### config.mk
export PLATFORM = sky130hd
export DESIGN_NAME = ysyx_22051013_ifu_fetch_flat
export DESIGN_NICKNAME = d
export VERILOG_FILES = /design/src/rtl/ysyx_22051013_ifu_fetch_if.sv /design/src/rtl/ysyx_22051013_ifu_fetch.sv /design/src/flat_wrapper.sv
export SDC_FILE = /design/constraint.sdc
export NUM_CORES = 1
export LEC_CHECK = 0
export ABC_CLOCK_PERIOD_IN_PS = 15800
export CAP_MARGIN = 15
export CORE_MARGIN = 3
export CORE_UTILIZATION = 55
export CTS_CLUSTER_SIZE = 30
export DETAILED_ROUTE_END_ITERATION = 16
export PLACE_DENSITY = 0.8
export SETUP_SLACK_MARGIN = 0.2
export SYNTH_ARGS = -nofsm -noshare
export SYNTH_HDL_FRONTEND = slang
export SYNTH_SLANG_ARGS = --single-unit
### constraint.sdc
create_clock -name clk -period 15.8 [get_ports clk]
set_input_delay 4.74 -clock clk [delete_from_list [all_inputs] [get_ports clk]]
set_output_delay 4.74 -clock clk [all_outputs]
set_load 0.03 [all_outputs]
### src/rtl/ysyx_22051013_ifu_fetch_if.sv
// Fetch-stage bus bundle: instruction-memory request/response, execute redirect
// and the decode handshake. The master modport is the fetch unit's view.
interface ysyx_22051013_ifu_fetch_if #(
  parameter int unsigned XLEN = 64
);
  logic            imem_req_valid;
  logic [XLEN-1:0] imem_req_addr;
  logic            imem_req_ready;
  logic            imem_resp_valid;
  logic [31:0]     imem_resp_data;
  logic            redirect_valid;
  logic [XLEN-1:0] redirect_pc;
  logic            id_ready;
  logic            id_valid;
  logic [31:0]     id_inst;
  logic [XLEN-1:0] id_pc;

  modport master (
    output imem_req_valid, imem_req_addr,
    input  imem_req_ready, imem_resp_valid, imem_resp_data,
    input  redirect_valid, redirect_pc,
    input  id_ready,
    output id_valid, id_inst, id_pc
  );

  modport slave (
    input  imem_req_valid, imem_req_addr,
    output imem_req_ready, imem_resp_valid, imem_resp_data,
    output redirect_valid, redirect_pc,
    output id_ready,
    input  id_valid, id_inst, id_pc
  );
endinterface

### src/rtl/ysyx_22051013_ifu_fetch.sv
// Instruction fetch stage: owns the PC, issues in-order word fetches, buffers
// responses for decode and flushes on redirect. Optional perf counters: IFU_PERF_CNT_EN.
module ysyx_22051013_ifu_fetch #(
  parameter int unsigned      XLEN       = 64,
  parameter logic [XLEN-1:0]  PC_RESET   = 64'h0000_0000_8000_0000,
  parameter int unsigned      FIFO_DEPTH = 2
) (
  input  logic                          clk,
  input  logic                          rst,
  ysyx_22051013_ifu_fetch_if.master     bus
`ifdef IFU_PERF_CNT_EN
  ,
  output logic [63:0]                   perf_fetch_cnt,
  output logic [63:0]                   perf_bubble_cnt
`endif
);

  localparam int unsigned     PTR_W     = $clog2(FIFO_DEPTH);
  localparam int unsigned     CNT_W     = PTR_W + 1;
  localparam logic [CNT_W:0]  DEPTH_LIM = (CNT_W + 1)'(FIFO_DEPTH);
  localparam logic [31:0]     NOP_INST  = 32'h0000_0013;

  typedef logic [PTR_W-1:0] ptr_t;
  typedef logic [CNT_W-1:0] cnt_t;

  logic [XLEN-1:0] pc_reg;
  logic [31:0]     inst_mem [FIFO_DEPTH];
  logic [XLEN-1:0] pc_mem   [FIFO_DEPTH];
  logic [XLEN-1:0] req_pc_q [FIFO_DEPTH];
  ptr_t            fifo_wr_ptr, fifo_rd_ptr, pcq_wr_ptr, pcq_rd_ptr;
  cnt_t            fifo_count, outstanding, discard_cnt;
  logic [XLEN-1:0] id_pc_hold;

  logic            fifo_empty, req_valid, req_fire, id_valid, id_fire, resp_push;
  logic [CNT_W:0]  credit_used;
  logic [XLEN-1:0] id_pc;

  // NOTE: every signal written here gets a default first, so no path leaves a
  // value unassigned and no latch is inferred.
  always_comb begin
    fifo_empty  = (fifo_count == '0);
    credit_used = {1'b0, outstanding} + {1'b0, fifo_count};
    // Credit covers responses still to be discarded, so the buffer never overflows.
    req_valid   = ~rst & ~bus.redirect_valid & (credit_used < DEPTH_LIM);
    req_fire    = req_valid & bus.imem_req_ready;
    id_valid    = ~rst & ~fifo_empty & ~bus.redirect_valid;
    id_fire     = id_valid & bus.id_ready;
    resp_push   = ~rst & bus.imem_resp_valid & ~bus.redirect_valid & (discard_cnt == '0);
    id_pc       = fifo_empty ? id_pc_hold : pc_mem[fifo_rd_ptr];
    if (rst) id_pc = '0;

    bus.imem_req_valid = req_valid;
    bus.imem_req_addr  = pc_reg;
    bus.id_valid       = id_valid;
    bus.id_inst        = (rst | fifo_empty) ? NOP_INST : inst_mem[fifo_rd_ptr];
    bus.id_pc          = id_pc;
  end

  // NOTE: sequential state uses non-blocking assignments so every register
  // samples pre-edge values regardless of statement order.
  always_ff @(posedge clk) begin
    if (rst) begin
      pc_reg      <= PC_RESET;
      fifo_wr_ptr <= '0;
      fifo_rd_ptr <= '0;
      pcq_wr_ptr  <= '0;
      pcq_rd_ptr  <= '0;
      fifo_count  <= '0;
      outstanding <= '0;
      discard_cnt <= '0;
    end else if (bus.redirect_valid) begin
      pc_reg      <= bus.redirect_pc;
      fifo_wr_ptr <= '0;
      fifo_rd_ptr <= '0;
      pcq_wr_ptr  <= '0;
      pcq_rd_ptr  <= '0;
      fifo_count  <= '0;
      // Everything still in flight, including earlier pending discards, is stale.
      outstanding <= outstanding - cnt_t'(bus.imem_resp_valid);
      discard_cnt <= outstanding - cnt_t'(bus.imem_resp_valid);
    end else begin
      if (req_fire) begin
        pc_reg     <= pc_reg + XLEN'(4);
        pcq_wr_ptr <= pcq_wr_ptr + ptr_t'(1);
      end
      outstanding <= outstanding + cnt_t'(req_fire) - cnt_t'(bus.imem_resp_valid);
      if (bus.imem_resp_valid && discard_cnt != '0) discard_cnt <= discard_cnt - cnt_t'(1);
      if (resp_push) begin
        fifo_wr_ptr <= fifo_wr_ptr + ptr_t'(1);
        pcq_rd_ptr  <= pcq_rd_ptr + ptr_t'(1);
      end
      if (id_fire) fifo_rd_ptr <= fifo_rd_ptr + ptr_t'(1);
      fifo_count <= fifo_count + cnt_t'(resp_push) - cnt_t'(id_fire);
    end
  end

  always_ff @(posedge clk) begin
    if (rst) id_pc_hold <= '0;
    else     id_pc_hold <= id_pc;
  end

  // NOTE: the storage arrays carry no reset; pointers and counts reset, so stale
  // contents are never observable and the arrays can map to plain registers/RAM.
  always_ff @(posedge clk) begin
    if (req_fire) req_pc_q[pcq_wr_ptr] <= pc_reg;
    if (resp_push) begin
      inst_mem[fifo_wr_ptr] <= bus.imem_resp_data;
      pc_mem[fifo_wr_ptr]   <= req_pc_q[pcq_rd_ptr];
    end
  end

`ifdef IFU_PERF_CNT_EN
  always_ff @(posedge clk) begin
    if (rst) begin
      perf_fetch_cnt  <= '0;
      perf_bubble_cnt <= '0;
    end else begin
      if (id_fire) perf_fetch_cnt <= perf_fetch_cnt + 64'd1;
      if (bus.id_ready && !id_valid) perf_bubble_cnt <= perf_bubble_cnt + 64'd1;
    end
  end
`endif

endmodule

### src/flat_wrapper.sv
// flat-port wrapper written by rule: the top's interface ports become plain ports
module ysyx_22051013_ifu_fetch_flat 
#(
  parameter int unsigned      XLEN       = 64,
  parameter logic [XLEN-1:0]  PC_RESET   = 64'h0000_0000_8000_0000,
  parameter int unsigned      FIFO_DEPTH = 2
)
  (clk, rst, bus_imem_req_valid, bus_imem_req_addr, bus_imem_req_ready, bus_imem_resp_valid, bus_imem_resp_data, bus_redirect_valid, bus_redirect_pc, bus_id_ready, bus_id_valid, bus_id_inst, bus_id_pc);
  ysyx_22051013_ifu_fetch_if #(.XLEN(XLEN)) bus_i ();
  input  logic clk;
  input  logic rst;
  output wire logic [$bits(bus_i.imem_req_valid)-1:0] bus_imem_req_valid;
  output wire logic [$bits(bus_i.imem_req_addr)-1:0] bus_imem_req_addr;
  input wire logic [$bits(bus_i.imem_req_ready)-1:0] bus_imem_req_ready;
  input wire logic [$bits(bus_i.imem_resp_valid)-1:0] bus_imem_resp_valid;
  input wire logic [$bits(bus_i.imem_resp_data)-1:0] bus_imem_resp_data;
  input wire logic [$bits(bus_i.redirect_valid)-1:0] bus_redirect_valid;
  input wire logic [$bits(bus_i.redirect_pc)-1:0] bus_redirect_pc;
  input wire logic [$bits(bus_i.id_ready)-1:0] bus_id_ready;
  output wire logic [$bits(bus_i.id_valid)-1:0] bus_id_valid;
  output wire logic [$bits(bus_i.id_inst)-1:0] bus_id_inst;
  output wire logic [$bits(bus_i.id_pc)-1:0] bus_id_pc;
  assign bus_imem_req_valid = bus_i.imem_req_valid;
  assign bus_imem_req_addr = bus_i.imem_req_addr;
  assign bus_i.imem_req_ready = bus_imem_req_ready;
  assign bus_i.imem_resp_valid = bus_imem_resp_valid;
  assign bus_i.imem_resp_data = bus_imem_resp_data;
  assign bus_i.redirect_valid = bus_redirect_valid;
  assign bus_i.redirect_pc = bus_redirect_pc;
  assign bus_i.id_ready = bus_id_ready;
  assign bus_id_valid = bus_i.id_valid;
  assign bus_id_inst = bus_i.id_inst;
  assign bus_id_pc = bus_i.id_pc;
  ysyx_22051013_ifu_fetch #(.XLEN(XLEN), .PC_RESET(PC_RESET), .FIFO_DEPTH(FIFO_DEPTH)) u_core (.clk(clk), .rst(rst), .bus(bus_i));
endmodule
==> impl_results.md <==
* Total number of vias at 12800
* Crit Reg-Reg Startpoint: u_core.fifo_count[0]
* First-iteration detailed-routing DRC count at 1163
* Mapped cell area at 18700 um^2
* Critical Path Sink: bus_id_valid
* Final setup skew at 0.0239 ns
* Worst R2R Setup Slack at 12.21 ns
* Initial antenna violation count at 1
* Number of global-route vias before repair at 12500
* Die X-Extent at 190 um
* DRC at 0
* Critical hold path startpoint: u_core.pcq_rd_ptr
* Share of cells above drive strength 1 at 10.1%
* Syn Nets at 1529
* Register area at 12400 um^2
* GRT Total Usage at 25.1%
* Worst r2r dst: u_core.bus.imem_req_addr[14]
* Startpoint Class: input pin
* Critical path endpoint category: output pin
* Final setup viols at 0
* Clock Latency Late Sink at 0.54 ns
* Max-cap violations at 0
* Die area at 36300 um^2
* Period utilization at 77.7%
* Cts bufs inserted at 44
* First-pass GRT wire length at 71.1 mm
* Leak at 7.20 nW
* RSZ-0062 raised after global routing: false
* Crit Path Class: input pin to output pin
* Seq/Total Area, Yosys at 66.3%
* Tmin final at 12.27 ns
* Post-CTS Setup Repair Bufs at 0
* Largest net degree at the start of global routing at 100
* ANT nets after route at 0
* Slew Viols, Final at 0
* Cell variety after synth at 60
* Synthesized flop and latch total at 460
* Hold Crit Class: flop to flop
* Final Hold Violating Endpoints at 0
* Final #Nets at 1759
* CP cell instances: buf_6 > buf_4 > nor2_1 > and2_1 > clkdlybuf4s50_1
* FP Rows at 66
* FMAX at 81.5 MHz
* Max FO, Critical Path at 99
* Hold Worst Slack at 0.520 ns
* CP peak stage delay at 0.87 ns
* CP startpoint: rst
* Clock Sinks at 460
* Core ar. at 33000 um^2
* Resize count post-CTS at 0
* Max_slew headroom at 25.8%
* Avg WL per Cell at 21.8 um
* Peak VDD IR at 0.0000718 V
* H-tree depth at 2
* EDFF count, synth at 320
* Warning count from the yosys run at 0
* Worst reg-to-reg path cell count at 10
* Clock Path Buffers at 3
* Worst Path Required at 11.06 ns
* Setup total negative slack at 0 ns
* Status: complete, no violations
* GPL Wtd Cong at 0.909
* Synthesized instance count at 1420
* Grt total ovfl at 0
* First-pass DRT Iterations at 7
* DPL Wire Length at 30.3 mm
* Top Ports at 264
* Vias per cell at 6.02
* Slowest cell on crit path: buf_4
* Die Ht at 190 um
* Pwr per Cell Area at 115 nW/um^2
* Critical Path AT at 7.53 ns
* Port bufs at 263
* Routed WL at 46.3 mm
* Average cell area after synthesis at 13.2 um^2
* CTS Hold Bufs at 0
* Worst-Margin Slew at 1.11 ns
* Initial Utilization at 56.7%
* Multi-input logic area at 5900 um^2
* Clock transition at path regs at 0.06 ns
* # fillers at 2281
* Clock root cell: clkbuf_16
* Post-synthesis async set-or-reset flop share at 0%
* Main synth FF type: edfxtp_1
* Tot Pwr at 2.66 mW
* CTS tree: built
* Synthesis-to-layout area growth at 23.9%
report_power, final:
group / switching (mW) / internal [mW] / leakage [nW] / total [mW]
Clock: 0.434 / 0.652 / 0.738 / 1.09
Combinational: 0.121 / 0.0892 / 2.38 / 0.210
Sequential: 0.0384 / 1.33 / 4.08 / 1.37
Total: 0.594 / 2.07 / 7.20 / 2.66
Yosys cell counts (17+ instances only):
master	number	area share, %
nand2_1	65	1.3
a311oi_1	18	0.84
xnor2_1	27	1.3
nor2_1	165	3.3
a21oi_1	17	0.45
mux2i_1	102	5.5
nor3_1	22	0.59
nand4_1	18	0.60
a211oi_1	148	5.9
nand3_1	39	1.0
and3_1	19	0.64
mux2_2	66	4.0
dfxtp_1	140	15
edfxtp_1	320	51
clkbuf_1	82	1.6
worst max-delay path, delay by kind of cell:
kind          cells  cell delay (ns)
buf+inv           3             1.98
simple gates      2             0.68
metrics by stage:
stage	setup WS, ns	std cells	area, um^2	utilization (%)
2_1_floorplan	3.14	1420	18700	-
3_3_place_gp	3.59	2046	21700	65.6
3_5_place_dp	3.52	2046	21700	65.6
4_1_cts	3.54	2128	23200	70.2
5_1_grt	3.32	2129	23200	70.2
6_report	3.53	2129	23200	70.2
registers in the layout, indices dropped and copies added, names as in the netlist, named ones only:
register,cells
u_core.fifo_count,2
u_core.fifo_wr_ptr,1
u_core.pcq_wr_ptr,1
u_core.pc_mem,128
u_core.bus.imem_req_addr,64
u_core.fifo_rd_ptr,1
u_core.id_pc_hold,64
u_core.inst_mem,64
u_core.discard_cnt,2
u_core.outstanding,2
u_core.pcq_rd_ptr,1
u_core.req_pc_q,128
worst min path at each step:
stage / endpoint / slack (ns) / depth (start not counted)
6_report: u_core.pcq_rd_ptr / 0.52 / 2
2_1_floorplan: flop / 0.47 / 2
3_3_place_gp: u_core.pcq_rd_ptr / 0.49 / 2
3_5_place_dp: u_core.pcq_rd_ptr / 0.50 / 2
4_1_cts: u_core.pcq_rd_ptr / 0.52 / 2
5_1_grt: u_core.req_pc_q[1][0] / 0.54 / 0
placed cells by master (no fill, tap or decap), types with 16 or more instances in the layout:
master / instances
clkbuf_16: 45
or4_1: 16
nor3_1: 21
a21oi_1: 17
nor2_1: 164
dfxtp_1: 138
nand3_1: 39
nand2_1: 65
clkdlybuf4s50_1: 261
a311oi_1: 18
mux2_2: 66
inv_1: 16
a211oi_1: 148
mux2i_1: 102
xnor2_1: 27
edfxtp_1: 320
and3_1: 18
nand4_1: 18
final cells by class:
cell class	instances	share of cell area (%)
Clock buffer	59	5.34
Clock inverter	23	1.22
Multi-Input combinational cell	849	25.4
Timing Repair Buffer	277	11.8
Inverter	18	0.291
Sequential cell	460	53.5
Antenna cell	1	0.0108
Tap cell	442	2.38
cells by family (layout without fill, tap and decap cells):
group	Yosys count	count (layout)	share of synthesized area, %
AO/OA/AOI/OAI	238	238	9.46
XOR/XNOR	32	32	1.50
adder cells (fa/ha/maj)	7	7	0.508
buffers and inverters	111	377	2.27
flip-flops	460	460	66.3
multiplexers	168	168	9.43
other	0	1	0
AND/OR/NAND/NOR	404	404	10.5
layer usage:
metal / track usage, % / wire [um] / vias up
li1: - / - / 5931
met1: 35.8 / 20300 / 6212
met2: 39.1 / 21100 / 579
met3: 4.93 / 3630 / 89
met4: 8.58 / 1360 / 0
met5: 0 / 0 / -
No activity file was read; power rests on OpenSTA's default activity.
